$ cat src/rtl/cpu_pkg.sv
// Shared CPU definitions: datapath widths, PC-select encodings and the fetch FSM state type.
package cpu_pkg;

  localparam int unsigned AW     = 64;
  localparam int unsigned IW     = 32;
  localparam int unsigned QDEPTH = 2;

  localparam logic [1:0] PS_HOLD = 2'b00;
  localparam logic [1:0] PS_INC  = 2'b01;
  localparam logic [1:0] PS_LOAD = 2'b10;
  localparam logic [1:0] PS_REL  = 2'b11;

  typedef enum logic [1:0] {
    FETCH_IDLE = 2'b00,
    FETCH_REQ  = 2'b01,
    FETCH_WAIT = 2'b10
  } fetch_state_e;

endpackage

$ cat src/rtl/instr_fetch_if.sv
// Fetch-stage bundle: PC sampling, instruction-memory handshake and decode-side queue head.
interface instr_fetch_if;
  import cpu_pkg::*;

  logic          pc_advance;
  logic [AW-1:0] pc;
  logic          flush;
  logic          mem_req;
  logic [AW-1:0] mem_addr;
  logic          mem_gnt;
  logic          mem_rvalid;
  logic [IW-1:0] mem_rdata;
  logic          ir_valid;
  logic [IW-1:0] ir;
  logic [AW-1:0] ir_pc;
  logic          ir_ready;

  modport master (
    input  pc, flush, mem_gnt, mem_rvalid, mem_rdata, ir_ready,
    output pc_advance, mem_req, mem_addr, ir_valid, ir, ir_pc
  );

  modport slave (
    output pc, flush, mem_gnt, mem_rvalid, mem_rdata, ir_ready,
    input  pc_advance, mem_req, mem_addr, ir_valid, ir, ir_pc
  );

endinterface

$ cat src/rtl/fetch_queue.sv
// Two-entry instruction FIFO between fetch and decode; entries carry their fetch address.
module fetch_queue
  import cpu_pkg::*;
(
  input  logic          clock,
  input  logic          reset,
  input  logic          push_i,
  input  logic          pop_i,
  input  logic          clear_i,
  input  logic [IW-1:0] push_instr_i,
  input  logic [AW-1:0] push_pc_i,
  output logic          valid_o,
  output logic [IW-1:0] instr_o,
  output logic [AW-1:0] pc_o,
  output logic [1:0]    count_o
);

  logic [IW-1:0] instr_q [QDEPTH];
  logic [AW-1:0] pc_q    [QDEPTH];
  logic          head_q, head_d;
  logic [1:0]    count_q, count_d;
  logic          tail;
  logic          do_pop;

  assign do_pop = pop_i && (count_q != 2'd0);
  assign tail   = head_q ^ count_q[0];

  always_comb begin
    head_d  = head_q;
    count_d = count_q;
    if (clear_i) begin
      count_d = 2'd0;
    end else begin
      case ({push_i, do_pop})
        2'b10:   count_d = count_q + 2'd1;
        2'b01:   count_d = count_q - 2'd1;
        default: count_d = count_q;
      endcase
      if (do_pop) head_d = ~head_q;
    end
  end

  // A flush drops queued entries but leaves storage alone so the head simply holds its last value.
  always_ff @(posedge clock) begin
    if (reset) begin
      head_q  <= 1'b0;
      count_q <= 2'd0;
      for (int i = 0; i < QDEPTH; i++) begin
        instr_q[i] <= '0;
        pc_q[i]    <= '0;
      end
    end else begin
      head_q  <= head_d;
      count_q <= count_d;
      if (push_i && !clear_i) begin
        instr_q[tail] <= push_instr_i;
        pc_q[tail]    <= push_pc_i;
      end
    end
  end

  assign valid_o = (count_q != 2'd0);
  assign instr_o = instr_q[head_q];
  assign pc_o    = pc_q[head_q];
  assign count_o = count_q;

  a_no_push_when_full : assert property (@(posedge clock) disable iff (reset)
    !(push_i && !clear_i && count_q == 2'd2));

endmodule

$ cat src/rtl/instr_fetch.sv
// Instruction fetch: one outstanding memory read at a time, feeding a 2-entry decode queue.
module instr_fetch
  import cpu_pkg::*;
(
  input logic            clock,
  input logic            reset,
  instr_fetch_if.master  bus
);

  fetch_state_e  state_q, state_d;
  logic [AW-1:0] req_addr_q, req_addr_d;
  logic          kill_q, kill_d;
  logic          push;
  logic          pop;
  logic [1:0]    count;

  // A response is kept only if no flush was seen between its grant and its arrival.
  always_comb begin
    state_d    = state_q;
    req_addr_d = req_addr_q;
    kill_d     = kill_q;
    push       = 1'b0;
    case (state_q)
      FETCH_IDLE: begin
        if (!bus.flush && (count < 2'd2)) begin
          state_d    = FETCH_REQ;
          req_addr_d = bus.pc;
        end
      end
      FETCH_REQ: begin
        if (bus.mem_gnt) begin
          state_d = FETCH_WAIT;
          kill_d  = bus.flush;
        end else if (bus.flush) begin
          state_d = FETCH_IDLE;
        end
      end
      FETCH_WAIT: begin
        if (bus.mem_rvalid) begin
          push    = !(kill_q || bus.flush);
          kill_d  = 1'b0;
          state_d = FETCH_IDLE;
        end else if (bus.flush) begin
          kill_d = 1'b1;
        end
      end
      default: state_d = FETCH_IDLE;
    endcase
  end

  always_ff @(posedge clock) begin
    if (reset) begin
      state_q    <= FETCH_IDLE;
      req_addr_q <= '0;
      kill_q     <= 1'b0;
    end else begin
      state_q    <= state_d;
      req_addr_q <= req_addr_d;
      kill_q     <= kill_d;
    end
  end

  assign bus.mem_req    = (state_q == FETCH_REQ);
  assign bus.mem_addr   = req_addr_q;
  assign bus.pc_advance = (state_q == FETCH_REQ) && bus.mem_gnt && !bus.flush;
  assign pop            = bus.ir_valid && bus.ir_ready;

  fetch_queue u_queue (
    .clock        (clock),
    .reset        (reset),
    .push_i       (push),
    .pop_i        (pop),
    .clear_i      (bus.flush),
    .push_instr_i (bus.mem_rdata),
    .push_pc_i    (req_addr_q),
    .valid_o      (bus.ir_valid),
    .instr_o      (bus.ir),
    .pc_o         (bus.ir_pc),
    .count_o      (count)
  );

endmodule

$ cat src/flat_wrapper.sv
// flat-port wrapper written by rule: the top's interface ports become plain ports
module instr_fetch_flat import cpu_pkg::*;
  (clock, reset, bus_pc, bus_flush, bus_mem_gnt, bus_mem_rvalid, bus_mem_rdata, bus_ir_ready, bus_pc_advance, bus_mem_req, bus_mem_addr, bus_ir_valid, bus_ir, bus_ir_pc);
  instr_fetch_if bus_i ();
  input logic clock;
  input logic reset;
  input wire logic [$bits(bus_i.pc)-1:0] bus_pc;
  input wire logic [$bits(bus_i.flush)-1:0] bus_flush;
  input wire logic [$bits(bus_i.mem_gnt)-1:0] bus_mem_gnt;
  input wire logic [$bits(bus_i.mem_rvalid)-1:0] bus_mem_rvalid;
  input wire logic [$bits(bus_i.mem_rdata)-1:0] bus_mem_rdata;
  input wire logic [$bits(bus_i.ir_ready)-1:0] bus_ir_ready;
  output wire logic [$bits(bus_i.pc_advance)-1:0] bus_pc_advance;
  output wire logic [$bits(bus_i.mem_req)-1:0] bus_mem_req;
  output wire logic [$bits(bus_i.mem_addr)-1:0] bus_mem_addr;
  output wire logic [$bits(bus_i.ir_valid)-1:0] bus_ir_valid;
  output wire logic [$bits(bus_i.ir)-1:0] bus_ir;
  output wire logic [$bits(bus_i.ir_pc)-1:0] bus_ir_pc;
  assign bus_i.pc = bus_pc;
  assign bus_i.flush = bus_flush;
  assign bus_i.mem_gnt = bus_mem_gnt;
  assign bus_i.mem_rvalid = bus_mem_rvalid;
  assign bus_i.mem_rdata = bus_mem_rdata;
  assign bus_i.ir_ready = bus_ir_ready;
  assign bus_pc_advance = bus_i.pc_advance;
  assign bus_mem_req = bus_i.mem_req;
  assign bus_mem_addr = bus_i.mem_addr;
  assign bus_ir_valid = bus_i.ir_valid;
  assign bus_ir = bus_i.ir;
  assign bus_ir_pc = bus_i.ir_pc;
  instr_fetch u_core (.clock(clock), .reset(reset), .bus(bus_i));
endmodule
$ cat config.mk
export PLATFORM = sky130hd
export DESIGN_NAME = instr_fetch_flat
export DESIGN_NICKNAME = d
export VERILOG_FILES = /design/src/rtl/cpu_pkg.sv /design/src/rtl/instr_fetch_if.sv /design/src/rtl/fetch_queue.sv /design/src/rtl/instr_fetch.sv /design/src/flat_wrapper.sv
export SDC_FILE = /design/constraint.sdc
export NUM_CORES = 1
export LEC_CHECK = 0
export CAP_MARGIN = 30
export CORE_MARGIN = 10
export CORE_UTILIZATION = 36
export CTS_CLUSTER_DIAMETER = 100
export DETAILED_ROUTE_END_ITERATION = 8
export SLEW_MARGIN = 20
export SYNTH_ARGS = -nofsm -noshare
export SYNTH_HDL_FRONTEND = slang
export SYNTH_SLANG_ARGS = --single-unit
$ cat constraint.sdc
create_clock -name clock -period 3.3 [get_ports clock]
set_input_delay 0.495 -clock clock [delete_from_list [all_inputs] [get_ports clock]]
set_output_delay 0.495 -clock clock [all_outputs]
set_load 0.1 [all_outputs]
# ---- Word level (Yosys, flattened, before mapping)
# Memory sizes are Yosys's and may differ from the RTL's. A register that Yosys moved wholly into a read port is not among the register bits.
# Cells that the tools add are included.
dict set report word_totals {
  reg_bits 70
  mem_count 2
  ram_bits 192
  latch_bits 0
  in_bits 102
  word_cells 69
  output_inout_bits 163
  mem_bits_ro 0
}
# memory words word_bits rd rd_ports_with_merged_regs write_ports line_no
set mem_list {}
lappend mem_list {u_core.u_queue.pc_q 2 64 1 1 2 fetch_queue.sv:19} ;# logic [AW-1:0] pc_q [QDEPTH];
lappend mem_list {u_core.u_queue.instr_q 2 32 1 1 2 fetch_queue.sv:18} ;# logic [IW-1:0] instr_q [QDEPTH];
dict set report op_classes {
  n_reduce_logical 20
  multipliers 0
  bitwise_logic 3
  order_cmp 1
  shift 0
  muxes 27
  div_mod_pow 0
  eq_ne 9
  add_sub_neg 2
}
# op count
set ops {}
lappend ops {{two-way mux 64 bit} 1}
lappend ops {{OR reduction 64 bit} 1}
lappend ops {{two-way mux 32 bit} 1}
lappend ops {{OR reduction 32 bit} 1}
lappend ops {{two-way mux 1 bit} 18}
lappend ops {{two-way mux 2 bit} 4}
lappend ops {{logical AND 1 bit} 6}
lappend ops {{!= test 3 bit (second input constant)} 2}
lappend ops {{one-hot mux 2 bit (3 select lines)} 1}
lappend ops {{AND reduction 3 bit} 2}
lappend ops {{nonzero test 2 bit} 3}
lappend ops {{equality test 2 x 1 -> 1 bit (second input constant)} 2}
lappend ops {{equality test 2 bit (second input constant)} 2}
lappend ops {{!= test 2 bit (second input constant)} 2}
lappend ops {{one-hot mux 2 bit (2 select lines)} 1}
lappend ops {{AND reduction 2 bit} 2}
lappend ops {{adder 2 x 1 -> 2 bit (second input constant)} 1}
lappend ops {{zero test 1 bit} 2}
lappend ops {{zero test 2 bit} 1}
lappend ops {{< comparator 2 bit (second input constant)} 1}
lappend ops {{!= test 2 x 1 -> 1 bit (second input constant)} 1}
lappend ops {{NOT 1 bit} 2}
lappend ops {{one-hot mux 1 bit (2 select lines)} 1}
lappend ops {{OR reduction 2 bit} 1}
lappend ops {{3 further kinds} 3}

# ---- Longest topological paths before layout
# Gate-level depths: netlist of run 1.
dict set report logic_depth {
  word_depth 10
  depth_mapped 7
  mapped_depth_nobuf 6
}

# ---- By module
# From an unflattened synthesis of run 1, not the netlist that was laid out.
dict set report unflattened {
  hier_cells 857
  hier_area_um2 11004.3
}
# mod area_each_um2 seq_area_each_um2 cells_each n_inst
set by_module_without_submodules {}
lappend by_module_without_submodules {fetch_queue 8543.2 5845.6 558 1}
lappend by_module_without_submodules {instr_fetch 2461.1 1341.3 299 1}

# ---- Worst setup path after synthesis of run 1
# No wires, ideal clock.
dict set report synth_path {
  path_type {input -> register}
  startpoint {input reset}
  endpoint {memory u_core.u_queue.instr_q[0][0], enable pin}
  setup_ns 0.414
  arrival_time_ns 2.468
  stages 4
  setup_slack_ns 0.419
  required_ns 2.886
  path_buffers 2
  path_cell_list {clkbuf_1 nor4_4 buf_6 or2_2}
}
# item line_no
set synth_lines {}
lappend synth_lines {{start: declaration} flat_wrapper.sv:6} ;# input logic reset;
lappend synth_lines {{end: declaration} fetch_queue.sv:18}

==> results of run 1 <==
==> synth_stat cells (2+ instances only) <==
cell and count:
a21oi_1 67, mux2_2 97, nand2_1 129, buf_2 7, and2_1 157, edfxtp_1 192, clkbuf_1 16, inv_1 3
o21ai_0 4, buf_6 21, nor4_4 2, buf_1 4, dfxtp_1 71, or3_1 2, nor2_1 4, or2_2 4
clkbuf_2 6, and2_2 35
==> final cells by class <==
| class | instances | area [um^2] |
|---|---|---|
| Clock buffer | 41 | 863 |
| Multi-Input combinational cell | 517 | 3430 |
| Sequential cell | 263 | 7190 |
| Clock inverter | 11 | 83.8 |
| Timing Repair Buffer | 277 | 2510 |
| Inverter | 3 | 11.3 |
| Tap cell | 396 | 495 |
| Fill cell | 2751 | 15800 |
==> logic make-up after synthesis <==
family                     Yosys count
adders and majority gates            1
muxes                               97
DFF                                263
AOI/OAI and AO/OA                   75
xor gates and xnor gates             3
and+or+nand+nor                    341
buffers and inverters               59
==> worst max-delay path by stage <==
stage | start | end | slack (ns) | depth (start not counted)
3_5_place_dp | bus_flush | u_core.u_queue.pc_q[1][40] | 0.80 | 5
4_1_cts | flip-flop | bus_ir_pc[24] | 0.60 | 3
5_1_grt | flip-flop | bus_ir_pc[24] | 0.56 | 3
6_report | flip-flop | bus_ir_pc[24] | 0.66 | 3
2_1_floorplan | reset | u_core.u_queue.instr_q[0][0] | 0.42 | 4
3_3_place_gp | bus_flush | u_core.u_queue.pc_q[1][38] | 0.81 | 5
==> critical path, cell delays in order, from the launching register on <==
cell     delay, ns
dfxtp_4       0.57
buf_4         0.39
mux2_2        0.40
buf_4         0.24
==> per-layer routing <==
layer,wire length [um],share of wire (%)
met1,11800,42
met2,13800,50
met3,1810,6.5
met4,333,1.2
met5,0,0
==> where the power goes <==
part           total, W  switching [W]  internal [W]  leakage [nW]
logic           0.00126       0.000936      0.000320          2.59
clock network   0.00315        0.00126       0.00189         0.475
registers       0.00374      0.0000685       0.00367          2.56
total           0.00814        0.00227       0.00588          5.62
==> flip-flops by register name, indices dropped and copies added (netlist names), named ones only <==
signal,flops
u_core.bus.mem_addr,64
u_core.kill_q,1
u_core.state_q,2
u_core.u_queue.count_o,2
u_core.u_queue.head_q,1
u_core.u_queue.instr_q,64
u_core.u_queue.pc_q,128
==> through the flow <==
stage / power [W] / cells
6_report: 0.00814 / 1508
5_1_grt: 0.00845 / 1508
4_1_cts: 0.00824 / 1508
3_5_place_dp: 0.00508 / 1456
3_3_place_gp: 0.00507 / 1456
2_1_floorplan: 0.00470 / 839
==> metrics.yaml, run 1 <==
run_status:
  outcome: "completed"
finish:
  final_common_cell: "edfxtp_1"
  nNetsFinal: 1193
  final_area_um2: 14600
  antennaDiodeCount: 0
  layout_common_cells: "edfxtp_1 (192), and2_1 (157), clkdlybuf4s50_1 (142)"
  finish.utilization_pct: 47.9
  synthToLayoutAreaGrowth_pct: 32.3
  layout-drive-gt1-share_pct: 29.0
placed_design:
  dp_hpwl_mm: 17.9
  placed_area_um2: 13600
  gp_congestion: 0.740
  pre_cts_ws_ns: 0.795
  port_buffers: 264
timing:
  max_freq_mhz: 378
  finalCritPeriodShare_pct: 80.1
  hold_viol: 0
  drv_slew: 0
  grt_setup_unrepaired: "no"
  hold-worst-slack_ns: 0.254
  setup_viol: 0
  maxSlewHeadroom_pct: 32.5
  tns_ns: 0
  worst_slack_ns: 0.656
  fin_worst_skew_ns: 0.0153
  tightest_slew_ns: 1.01
  period_needed_ns: 2.64
yosys:
  mappedNetlistArea_um2: 11000
  synth_flop_cell: "edfxtp_1"
  ys_seq_area_share_pct: 65.2
  synthesis.instances: 839
  syn_avg_cell_area_um2: 13.1
  synth.distinct_cells: 36
  synth-compound-area-share_pct: 3.51
  synthXorXnorAreaFrac_pct: 0.306
  synth_top_family_by_area: "simple AND/OR/NAND/NOR gates"
  synthMuxAreaShare_pct: 9.91
  ys_async_sr_fraction_pct: 0
  yosysWarnings: 0
  yosys_register_bits: 263
  synth_fa_ha_area_share_pct: 0.113
  yosysTopAreaCellShare_pct: 52.3
  yosys-top-cells-area: "edfxtp_1 (52%), dfxtp_1 (13%), mux2_2 (9.9%)"
  yosys.area.top_type: "edfxtp_1"
  synthSimpleGateAreaFrac_pct: 17.2
  synth_nets: 942
  synth_edf_count: 192
clock_network:
  cts_tree: "built"
  cts-htree-levels: 1
  postCtsHoldBufs: 0
  cts_setup_buffers: 0
  numCtsBuffers: 28
  cts_resized: 0
  clock_path_buffers: 3
  cts_sinks: 263
  insertion_delay_ns: 0.53
  path_clk_slew_ns: 0.06
  cts-root-buf: "clkbuf_16"
detailed_routing:
  drt-initial-drc-count: 255
  vias_per_cell: 4.61
  drt-pass1-iter-count: 4
  drc: 0
  vias: 6946
  routed_wl_mm: 27.7
  wl_per_cell_um: 18.4
  ant_nets: 0
power:
  p_leak_nw: 5.62
  p_per_area_nw_per_um2: 558
  peakVddDrop_v: 0.000318
worst_setup_path:
  start_kind: "flip-flop"
  required_ns: 2.80
  timing.rr.end: "u_core.u_queue.count_o[1]"
  path_class: "reg -> out"
  critPathArrivalTime_ns: 2.15
  end_kind: "primary output"
  reg2regPathDepth: 5
  path_max_fanout: 23
  r2r_start: "u_core.state_q[1]"
  r2r_slack_ns: 1.33
die:
  core_area_um2: 30400
  start_util_pct: 36.2
  rows: 64
  die_w_um: 195
  dieArea_um2: 38000
  die_y_um: 195
  io_pins: 265
worst_hold_path:
  worstHoldStart: "reset"
  min_delay_worst_endpoint: "u_core.u_queue.head_q"
  hp-class: "in -> reg"
  hold_depth: 2
global_route:
  grt_use_total_pct: 13.9
  antenna_found_initial: 0
  grt_use_met2_pct: 23.9
  busiest_layer: "met2"
  grt_pass1_wl_mm: 42.5
  grtUsageMet3_pct: 3.75
  grt_start_max_net_pins: 97
  grt.overflow.total: 0
  use_met1_pct: 17.2
  grt_pass1_vias: 7063
flow_run:
  drv_cap: 0
(Power assumes the default switching activity.)
==> run 2, diff against run 1 <==
- clock period: 3.3 -> 2.2 ns (I/O delays scaled with it)
==> run 2 against run 1 <==
Net effect: flip-flop and latch count unchanged; cell count up 1.4%; setup slack worse by 0.56 ns; largest power group unchanged; count of clock-buffer cells in the layout up 3; combinational power up 67%; register-to-register slack worse by 0.90 ns; wire length up 1.2%.
==> metrics.yaml, run 2 (synthesized netlist as in run 1, its figures left out) <==
power:
  p_leak_nw: 6.16
  p_int_w: 0.00869
  p_per_area_nw_per_um2: 761
  combPwrFrac_pct: 17.5
  total_power_w: 0.0121
  p_sw_share_pct: 27.9
  clock_power_share_pct: 36.0
  switching_power_w: 0.00336
  p_seq_share_pct: 46.5
  peakVddDrop_v: 0.000457
global_route:
  grt_use_total_pct: 14.0
  use_met1_pct: 17.0
  busiest_layer: "met2"
  grt.overflow.total: 0
  antenna_found_initial: 1
  grt_start_max_net_pins: 77
  grt_pass1_vias: 7190
  grt_use_met2_pct: 24.6
  grt_pass1_wl_mm: 42.9
  grtUsageMet3_pct: 3.31
finish:
  layout_common_cells: "edfxtp_1 (192), and2_1 (157), nand2_1 (129)"
  finalNonFillerCells: 1529
  nNetsFinal: 1213
  largest-register: "u_core.u_queue.pc_q"
  synthToLayoutAreaGrowth_pct: 43.6
  nFillCells: 2652
  layout-drive-gt1-share_pct: 33.5
  final_common_cell: "edfxtp_1"
  largest_reg_flops: 128
detailed_routing:
  wl_per_cell_um: 18.3
  routed_wl_mm: 28.0
  vias_per_cell: 4.58
  drt-pass1-iter-count: 4
  ant_nets: 0
  vias: 7000
  drt-initial-drc-count: 327
  drc: 0
clock_network:
  insertion_delay_ns: 0.53
  numCtsBuffers: 28
  cts_tree: "built"
  postCtsHoldBufs: 0
  clock_path_buffers: 3
  cts_sinks: 263
  path_clk_slew_ns: 0.06
  cts_resized: 0
  cts-htree-levels: 1
  cts-root-buf: "clkbuf_16"
timing:
  finalCritPeriodShare_pct: 95.4
  hold_viol: 0
  max_freq_mhz: 476
  period_needed_ns: 2.10
  fin_worst_skew_ns: 0.00653
  maxSlewHeadroom_pct: 69.3
  drv_slew: 0
  grt_setup_unrepaired: "no"
  tightest_slew_ns: 0.460
  setup_viol: 0
die:
  rows: 64
  core_area_um2: 30400
  dieArea_um2: 38000
  io_pins: 265
  die_w_um: 195
  die_y_um: 195
  start_util_pct: 36.2
worst_setup_path:
  r2r_slack_ns: 0.43
  path_max_fanout: 12
  r2r_start: "u_core.kill_q"
  reg2regPathDepth: 5
  required_ns: 1.87
  cp-endpoint: "bus_ir[29]"
  path_class: "reg -> out"
  slowest_delay_ns: 0.42
  crit_path_cell_trace: "buf_4 > mux2_2 > buf_12"
  start_kind: "flip-flop"
  critPathArrivalTime_ns: 1.77
  slowest_stage: "dfxtp_4"
  timing.rr.end: "u_core.u_queue.count_o[1]"
  end_kind: "primary output"
placed_design:
  port_buffers: 264
  dp_hpwl_mm: 19.2
  gp_congestion: 0.753
  dp.cells: 1475
worst_hold_path:
  hp-class: "in -> reg"
  hold_depth: 3
run_status:
  outcome: "completed"
flow_run:
  drv_cap: 0
## run 2: cell types whose count changed in the layout (fill, tap and decap cells not counted), moves of 2 or more
cell | previous run | this run
clkdlybuf4s50_1 | 142 | 100
buf_4 | 128 | 86
clkbuf_1 | 5 | 12
buf_12 | 6 | 110
clkbuf_8 | 5 | 3
clkbuf_16 | 31 | 29
## run 2: area by class of cell
| type | instances | area [um^2] | area share, % |
|---|---|---|---|
| diodes | 1 | 2.50 | 0.0158 |
| clock inverters | 8 | 37.5 | 0.237 |
| inverters | 3 | 11.3 | 0.0711 |
| repair buffers | 297 | 3850 | 24.3 |
| multi-input cells | 517 | 3430 | 21.7 |
| well taps | 396 | 495 | 3.13 |
| clock buffers | 44 | 812 | 5.13 |
| flip-flops and latches | 263 | 7190 | 45.4 |
## run 2: through the flow
step | TNS (ns) | cell area (um^2) | hold slack (ns) | util [%] | worst slack, ns
finish | 0 | 15800 | 0.181 | 52.0 | 0.101
global route | 0 | 15800 | 0.177 | 52.0 | 0.0239
CTS | 0 | 15800 | 0.150 | 52.0 | 0.0415
detailed placement | -0.166 | 15000 | 0.469 | 49.2 | -0.0204
global placement | -0.0192 | 15000 | 0.462 | 49.2 | -0.0192
floorplan | -3.79 | 11000 | 0.459 | - | -0.0229
## run 2: critical path: cells and delay by family, from the launching register on
family	cells	cell delay, ns
flip-flops	1	0.42
buffers and inverters	2	0.42
multiplexers	1	0.40
## run 2: power by group through the flow
stage / logic [W] / clock network, W / registers, W
floorplan: 0.000858 / 0 / 0.00619
global placement: 0.00213 / 0 / 0.00570
detailed placement: 0.00213 / 0 / 0.00571
CTS: 0.00214 / 0.00450 / 0.00561
global route: 0.00219 / 0.00467 / 0.00563
finish: 0.00211 / 0.00433 / 0.00560
## run 2: per-layer routing
metal	share of wire, %	vias up
li1	-	3432
met1	42	3367
met2	51	170
met3	5.5	31
met4	1.9	0
met5	0	-
## run 2: what timing repair did
action                                  CTS  global route
endpoints found under the setup margin   84             0
endpoints found under the hold margin     0             0
setup buffers                             1             0
## run 2: worst min path at each step
stage                       startpoint                   endpoint  slack [ns]
2_1_floorplan            u_core.kill_q              u_core.kill_q        0.46
3_3_place_gp   u_core.bus.mem_addr[38]    u_core.bus.mem_addr[38]        0.46
3_5_place_dp   u_core.bus.mem_addr[34]    u_core.bus.mem_addr[34]        0.47
4_1_cts                          reset  u_core.u_queue.count_o[1]        0.15
5_1_grt                          reset  u_core.u_queue.count_o[1]        0.18
6_report                         reset  u_core.u_queue.count_o[1]        0.18
